**src/rtl/wish_unpack_keep_pkg.sv**
```systemverilog
// Shared definitions for the Wishbone-style word unpacker: tag bit positions and FSM encoding.
package wish_unpack_keep_pkg;

  localparam int unsigned TGC_FIRST = 0;
  localparam int unsigned TGC_LAST  = 1;

  typedef enum logic {
    ST_IDLE = 1'b0,
    ST_EMIT = 1'b1
  } state_t;

endpackage

```
**src/rtl/wish_unpack_keep_sel.sv**
```systemverilog
// Combinational sub-word selector: picks slice idx of a packed word, MSB-first or LSB-first.
module wish_unpack_keep_sel #(
  parameter int unsigned DATA_WIDTH    = 8,
  parameter int unsigned NUM_PACK      = 4,
  parameter int unsigned LITTLE_ENDIAN = 0,
  parameter int unsigned IDX_WIDTH     = 2
) (
  input  logic [DATA_WIDTH*NUM_PACK-1:0] word,
  input  logic [IDX_WIDTH-1:0]           idx,
  output logic [DATA_WIDTH-1:0]          dat_c
);

  always_comb begin
    dat_c = '0;
    for (int unsigned k = 0; k < NUM_PACK; k++) begin
      if (idx == IDX_WIDTH'(k)) begin
        if (LITTLE_ENDIAN != 0) dat_c = word[k*DATA_WIDTH +: DATA_WIDTH];
        else                    dat_c = word[(NUM_PACK-k)*DATA_WIDTH-1 -: DATA_WIDTH];
      end
    end
  end

endmodule

```
**src/rtl/wish_unpack_keep.sv**
```systemverilog
// Unpacks one wide word into up to NUM_PACK sub-words with first/last tagging.
// Optional WISH_UNPACK_KEEP_ERR_EN: drop words with illegal count and raise sticky err_o.
module wish_unpack_keep
  import wish_unpack_keep_pkg::*;
#(
  parameter int unsigned DATA_WIDTH    = 8,
  parameter int unsigned NUM_PACK      = 4,
  parameter int unsigned TGC_WIDTH     = 2,
  parameter int unsigned LITTLE_ENDIAN = 0
) (
  input  logic                             clk_i,
  input  logic                             rst_n_i,
  input  logic                             s_stb_i,
  input  logic                             s_cyc_i,
  input  logic [DATA_WIDTH*NUM_PACK-1:0]   s_dat_i,
  input  logic [$clog2(NUM_PACK+1)-1:0]    s_cnt_i,
  input  logic [TGC_WIDTH-1:0]             s_tgc_i,
  output logic                             s_ack_o,
  output logic                             s_stall_o,
  output logic                             d_stb_o,
  output logic                             d_cyc_o,
  output logic [DATA_WIDTH-1:0]            d_dat_o,
  output logic [TGC_WIDTH-1:0]             d_tgc_o,
`ifdef WISH_UNPACK_KEEP_ERR_EN
  output logic                             err_o,
`endif
  input  logic                             d_ack_i
);

  localparam int unsigned PW = DATA_WIDTH * NUM_PACK;
  localparam int unsigned CW = $clog2(NUM_PACK + 1);
  localparam int unsigned IW = $clog2(NUM_PACK);

  state_t          state_q, state_d;
  logic [IW-1:0]   idx_q, idx_d;
  logic [PW-1:0]   word_q, word_d;
  logic [CW-1:0]   cnt_q, cnt_d;
  logic [TGC_WIDTH-1:0] tgc_q, tgc_d;

  logic            last_c;
  logic            cnt_bad_c;
  logic [CW-1:0]   cnt_eff_c;
  logic            src_xfer_c;
  logic            snk_xfer_c;
  logic            load_c;
  logic [DATA_WIDTH-1:0] sel_dat_c;

  // Handshake terms; stall releases only on the cycle the final sub-word leaves.
  assign last_c     = (CW'(idx_q) == (cnt_q - CW'(1)));
  assign d_stb_o    = (state_q == ST_EMIT);
  assign d_cyc_o    = d_stb_o;
  assign s_stall_o  = d_stb_o & ~(d_ack_i & last_c);
  assign s_ack_o    = s_stb_i & s_cyc_i & ~s_stall_o;
  assign src_xfer_c = s_ack_o;
  assign snk_xfer_c = d_stb_o & d_ack_i;

  assign cnt_bad_c  = (s_cnt_i == '0) || (s_cnt_i > CW'(NUM_PACK));
  assign cnt_eff_c  = cnt_bad_c ? CW'(NUM_PACK) : s_cnt_i;

`ifdef WISH_UNPACK_KEEP_ERR_EN
  logic err_q, err_d;
  assign load_c = src_xfer_c & ~cnt_bad_c;
  assign err_d  = err_q | (src_xfer_c & cnt_bad_c);
  assign err_o  = err_q;

  always_ff @(posedge clk_i or negedge rst_n_i) begin
    if (!rst_n_i) err_q <= 1'b0;
    else          err_q <= err_d;
  end
`else
  assign load_c = src_xfer_c;
`endif

  // Next-state: a load always restarts at sub-word 0, which also covers back-to-back words.
  always_comb begin
    state_d = state_q;
    idx_d   = idx_q;
    word_d  = word_q;
    cnt_d   = cnt_q;
    tgc_d   = tgc_q;
    unique case (state_q)
      ST_IDLE: begin
        if (load_c) begin
          state_d = ST_EMIT;
          idx_d   = '0;
          word_d  = s_dat_i;
          cnt_d   = cnt_eff_c;
          tgc_d   = s_tgc_i;
        end
      end
      ST_EMIT: begin
        if (load_c) begin
          state_d = ST_EMIT;
          idx_d   = '0;
          word_d  = s_dat_i;
          cnt_d   = cnt_eff_c;
          tgc_d   = s_tgc_i;
        end else if (snk_xfer_c && last_c) begin
          state_d = ST_IDLE;
          idx_d   = '0;
        end else if (snk_xfer_c) begin
          idx_d   = idx_q + IW'(1);
        end
      end
      default: begin
        state_d = ST_IDLE;
        idx_d   = '0;
      end
    endcase
  end

  always_ff @(posedge clk_i or negedge rst_n_i) begin
    if (!rst_n_i) begin
      state_q <= ST_IDLE;
      idx_q   <= '0;
      word_q  <= '0;
      cnt_q   <= '0;
      tgc_q   <= '0;
    end else begin
      state_q <= state_d;
      idx_q   <= idx_d;
      word_q  <= word_d;
      cnt_q   <= cnt_d;
      tgc_q   <= tgc_d;
    end
  end

  wish_unpack_keep_sel #(
    .DATA_WIDTH    (DATA_WIDTH),
    .NUM_PACK      (NUM_PACK),
    .LITTLE_ENDIAN (LITTLE_ENDIAN),
    .IDX_WIDTH     (IW)
  ) u_sel (
    .word  (word_q),
    .idx   (idx_q),
    .dat_c (sel_dat_c)
  );

  assign d_dat_o = d_stb_o ? sel_dat_c : '0;

  // First/last only on the boundary sub-words; user bits ride along on every sub-word.
  always_comb begin
    d_tgc_o = '0;
    if (d_stb_o) begin
      d_tgc_o            = tgc_q;
      d_tgc_o[TGC_FIRST] = tgc_q[TGC_FIRST] & (idx_q == '0);
      d_tgc_o[TGC_LAST]  = tgc_q[TGC_LAST] & last_c;
    end
  end

endmodule

```
**config.mk**
```make
export PLATFORM = sky130hd
export DESIGN_NAME = wish_unpack_keep
export DESIGN_NICKNAME = d
export VERILOG_FILES = /design/src/rtl/wish_unpack_keep_pkg.sv /design/src/rtl/wish_unpack_keep_sel.sv /design/src/rtl/wish_unpack_keep.sv
export SDC_FILE = /design/constraint.sdc
export NUM_CORES = 1
export LEC_CHECK = 0
export CAP_MARGIN = 5
export CORE_UTILIZATION = 48
export DETAILED_ROUTE_END_ITERATION = 6
export GPL_TIMING_DRIVEN = 0
export PLACE_DENSITY = 0.8
export SLEW_MARGIN = 5
export SYNTH_ARGS = -nofsm -noshare
export SYNTH_HDL_FRONTEND = slang
export SYNTH_SLANG_ARGS = --single-unit
export TNS_END_PERCENT = 100
```
**constraint.sdc**
```tcl
create_clock -name clk_i -period 3.8 [get_ports clk_i]
set_input_delay 0.95 -clock clk_i [delete_from_list [all_inputs] [get_ports clk_i]]
set_output_delay 0.95 -clock clk_i [all_outputs]
set_load 0.03 [all_outputs]
```
Word level (Yosys, flattened, before mapping)

Cells that the tools add are included.

Mux-type cells: 19
$add $sub $neg: 2
Reductions and logical operators: 5
Magnitude comparators: 1
Bitwise gates (word level): 10
Equality and inequality tests: 6

Operators with widths:

| cell                  | number |
|---|---|
| $mux W8               | 5 |
| $mux W32              | 1 |
| $mux W2               | 6 |
| $and A1 B1 Y1         | 7 |
| $mux W3               | 2 |
| $eq A2 B2 Y1 const B  | 2 |
| $ne A4 B2 Y1 const B  | 1 |
| $pmux W2 S2           | 1 |
| $eq A2 B3 Y1          | 1 |
| $gt A3 B3 Y1 const B  | 1 |
| $logic_not A3 Y1      | 1 |
| $mux W1               | 3 |
| $not A1 Y1            | 3 |
| $sub A3 B1 Y3 const B | 1 |
| $add A2 B1 Y2 const B | 1 |
| $eq A2 B1 Y1 const B  | 1 |
| $logic_not A2 Y1      | 1 |
| $ne A2 B2 Y1 const B  | 1 |
| $pmux W1 S2           | 1 |
| $reduce_and A2 Y1     | 1 |
| $logic_and A1 B1 Y1   | 1 |
| $logic_or A1 B1 Y1    | 1 |

Output and inout bits: 14
Input port bits: 42
Register bits after elaboration: 40
Logic and storage cells: 48

Depth between registers and ports, before layout

Depth after elaboration: 9
Mapped depth: 8
Gate-level depth less buffers: 6

Modules after synthesis

A second synthesis with hierarchy kept.

Cells, all modules: 133
Area total of the unflattened synthesis: 1921.8 µm²

Modules (own cells, without submodules):

| module               | cells each | area each (µm²) | sequential area each (µm²) | instances |
|---|---|---|---|---|
| wish_unpack_keep     | 123        | 1725.4          | 1001.0                     | 1 |
| wish_unpack_keep_sel | 10         | 196.4           | 0.0                        | 1 |

Worst setup path before layout

Ideal clock, no wire load.

Path kind: input to output
From: in s_stb_i
To: out s_ack_o
Slack: 0.924 ns
Data required time: 2.850 ns
Path buffers: 2
Data arrival time: 1.926 ns
Cell stages on the path: 6
Cell sequence: and2_1 > nor2b_1 > a31oi_1 > buf_6 > buf_6 > inv_1

Longest elaborated chain between the ends: 2

Ends and longest elaborated chain:

| element                    | RTL line               | RTL |
|---|---|---|
| start, declared            | wish_unpack_keep.sv:13 | `input logic s_stb_i,` |
| $and A1 B1 Y1 (2 in a row) | wish_unpack_keep.sv:53 | `assign s_ack_o = s_stb_i & s_cyc_i & ~s_stall_o;` |
| end, declared              | wish_unpack_keep.sv:18 | `output logic s_ack_o,` |

Every way passes these cells.

Worst setup path in the final report

From: reg idx_q[0]
To: out d_dat_o[3]

Longest elaborated chain between the ends: 6

Ends and longest elaborated chain:

| element                | RTL line                   | RTL |
|---|---|---|
| start, declared        | wish_unpack_keep.sv:35     | `logic [IW-1:0] idx_q, idx_d;` |
| start signal, assigned | wish_unpack_keep.sv:121    | `idx_q <= idx_d;` |
| $logic_not A2 Y1       | wish_unpack_keep_sel.sv:16 | `if (idx == IDX_WIDTH'(k)) begin` |
| $mux W8 (3 in a row)   | wish_unpack_keep_sel.sv:16 |  |
| $mux W8 (*)            | wish_unpack_keep_sel.sv:16 |  |
| $mux W8 (*)            | wish_unpack_keep.sv:139    | `assign d_dat_o = d_stb_o ? sel_dat_c : '0;` |
| end, declared          | wish_unpack_keep.sv:22     | `output logic [DATA_WIDTH-1:0] d_dat_o,` |

Mark *: on every way between the ends. The rest lies on a longest branch, timed or not.

==> run metrics <==
CP endpoint=d_dat_o[3]; initial antenna violation count=0; core area=~4000 um^2; Root Driver=clkbuf_8; clk_skew=~5 ps; top-area cell type share of the netlist area=0.494; Final setup viols=0; pin count of the biggest net entering global routing=38; multiplexer share of the synthesized area=0.233; Slowest-stage cell, CP=clkdlybuf4s50_1; instance count of the mapped netlist=160; DR vias/cell=5.24; global route overflow=0; Port-buffer cells=55; min Tclk post-route=~3700 ps; die area=4490 um^2; crit start category=register; postcts setup bufs=0; crit-path cells=inv_1 > ha_1 > nor2b_1 > clkbuf_1 > a221oi_1 > a21oi_1 > a22o_1 > clkdlybuf4s50_1; syn_nets=about 210; Post-CTS Hold Buffers=0; max incr delay on CP=around 590 ps; worst slew pin tran=approximately 420 ps; cts repair resizes=1; max-cap violation count=0; Yosys reg bits=40; GRT Total Usage=0.212; Final #Nets=between 200 and 300; Util after Layout=0.685; # rows=23; initial core utilization=0.503; number of synthesized flops with an enable pin=0; fraction of registers with async set/reset=1.00; synthesized cell area=about 2000 um^2; RSZ-0062 raised after global routing=no; WL final=between 4000 and 5000 um; Storage cell area=approximately 1000 um^2; Routed Antenna Nets=0; Clock Tree Buf Depth=2; CP Launch Point=idx_q[0]; Clock H-tree levels=2; CP top delay family=buffers and inverters; main area contributors after synthesis=dfrtp_1 49%, mux2_4 12%, mux2_2 10%, ha_1 3.7%, a221oi_1 3.0%; compound-gate portion of the synthesized area=0.0988; Max Freq=around 270 MHz; crit-path max FO=7; CTS clk-pin slew, worst paths=80 ps; Synth top cells by count=40 x dfrtp_1, 18 x mux2_2, 16 x mux2_4; DR iter-0 viols=89; post-synthesis simple-gate area fraction=0.0642; pre-CTS setup slack=-97.8 ps; Wirelength per Cell=15.3 um; worst path arrival time=roughly 2700 ps; vias in the first global route=1492; R2R depth=8; CTS Buf Count=5; Min Hold Slack=463 ps; adder-cell share of the synthesized area=0.0370; Die Wd=67.0 um; CP Depth=8; status=finished, final reports clean; period utilization=0.966; multi-input logic area=907 um^2; Pins Over Slew Limit=0; Pwr Density=904 nW/um^2; clk_lat worst skew=290 ps; main combinational cell family by area after synthesis=multiplexers; Boundary Pins=56; worst vdd ir=approximately 0.50 mV; library cells used by synthesis=29; drt first pass iters=4; Synth Area in XOR/XNOR=0.0130; Synth Area per Inst=between 10 and 15 um^2; residual DRC count=0; Rel. slew slack=0.719; HP Class=primary input to async pin; CTS tree=done; worst reg2reg startpoint=cnt_q[0]; post-DP HPWL=3060 um; Die H=about 67 um; ys flop type=dfrtp_1; share of layout cells above drive strength 1=0.233; leakage=~1.3 nW; Worst EP required=about 2900 ps; area grow syn2layout=36.2%; Worst Slack Setup Final=130 ps; Antenna Cells=0; Final Power=2.50 mW; global-route wire length before repair=between 6000 and 7000 um; final-report hold violation count=0; FF-to-FF setup slack=between 1500 and 2000 ps; clk sinks=40; worst path bufs/invs=3; post-synthesis cell type with the largest combined area=dfrtp_1; YS warnings=0; placer congestion estimate=0.845; Critical R2R Capture=word_q[28]; worst setup path class=register to output port; most frequent cell after synthesis=dfrtp_1; sequential area share after synthesis=0.494; CP Capture Type=output port; fillers=~310; via count=about 1400
-- per-stage QoR --
step | cells | cell area, um^2 | TNS [ps]
3_5_place_dp | 266 | 2660 | -97.8
2_1_floorplan | 160 | 2030 | 0
4_1_cts | 274 | 2760 | 0
5_1_grt | 273 | 2760 | 0
3_3_place_gp | 265 | 2640 | -80.5
6_report | 273 | 2760 | 0
-- cell usage in the layout, fill, tap and decap left out, types with 5 or more instances in the layout --
cell	count
ha_1	5
inv_1	14
a22o_1	7
clkbuf_8	5
mux2_2	18
clkdlybuf4s50_1	53
a21oi_1	8
dfrtp_1	40
nand2_1	5
a221oi_1	7
clkbuf_1	5
mux2_4	16
-- registers in the layout (all words and copies together) (netlist names) --
register  cells
cnt_q         3
idx_q         2
word_q       32
tgc_q         2
d_cyc_o       1
-- power breakdown --
group          internal, mW  switching [mW]  total, mW
Combinational         0.706           0.681       1.39
Sequential            0.640           0.125      0.766
Clock                 0.195           0.148      0.343
Total                  1.54           0.954       2.50
-- per-layer routing --
layer | global-route usage | wire length (um)
met1 | 0.261 | 1820
met2 | 0.345 | 2030
met3 | 0.0719 | 264
met4 | 0.0691 | 52
met5 | 0 | 0
-- how the worst min path moves through the flow --
stage                             to
after floorplan           word_q[14]
after global placement    word_q[14]
after detailed placement  word_q[15]
after CTS                 word_q[21]
after global routing      word_q[23]
final                     word_q[31]
-- area by class of cell --
class                           instances  area share
Sequential cell                        40       0.362
Multi-Input combinational cell         95       0.329
Timing Repair Buffer                   56       0.204
Clock buffer                            6      0.0263
Buffer                                 10      0.0240
Tap cell                               50      0.0227
Inverter                               14      0.0190
Clock inverter                          2      0.0127
-- cells by family (layout without fill, tap and decap cells) --
| kind of cell | after synthesis | after routing |
|---|---|---|
| XOR/XNOR | 3 | 3 |
| AO/OA/AOI/OAI | 27 | 27 |
| buffers and inverters | 25 | 88 |
| AND/OR/NAND/NOR | 22 | 22 |
| adder cells (fa/ha/maj) | 6 | 6 |
| multiplexers | 37 | 37 |
| flip-flops | 40 | 40 |
Note: power is estimated with default switching activity, not from simulation.
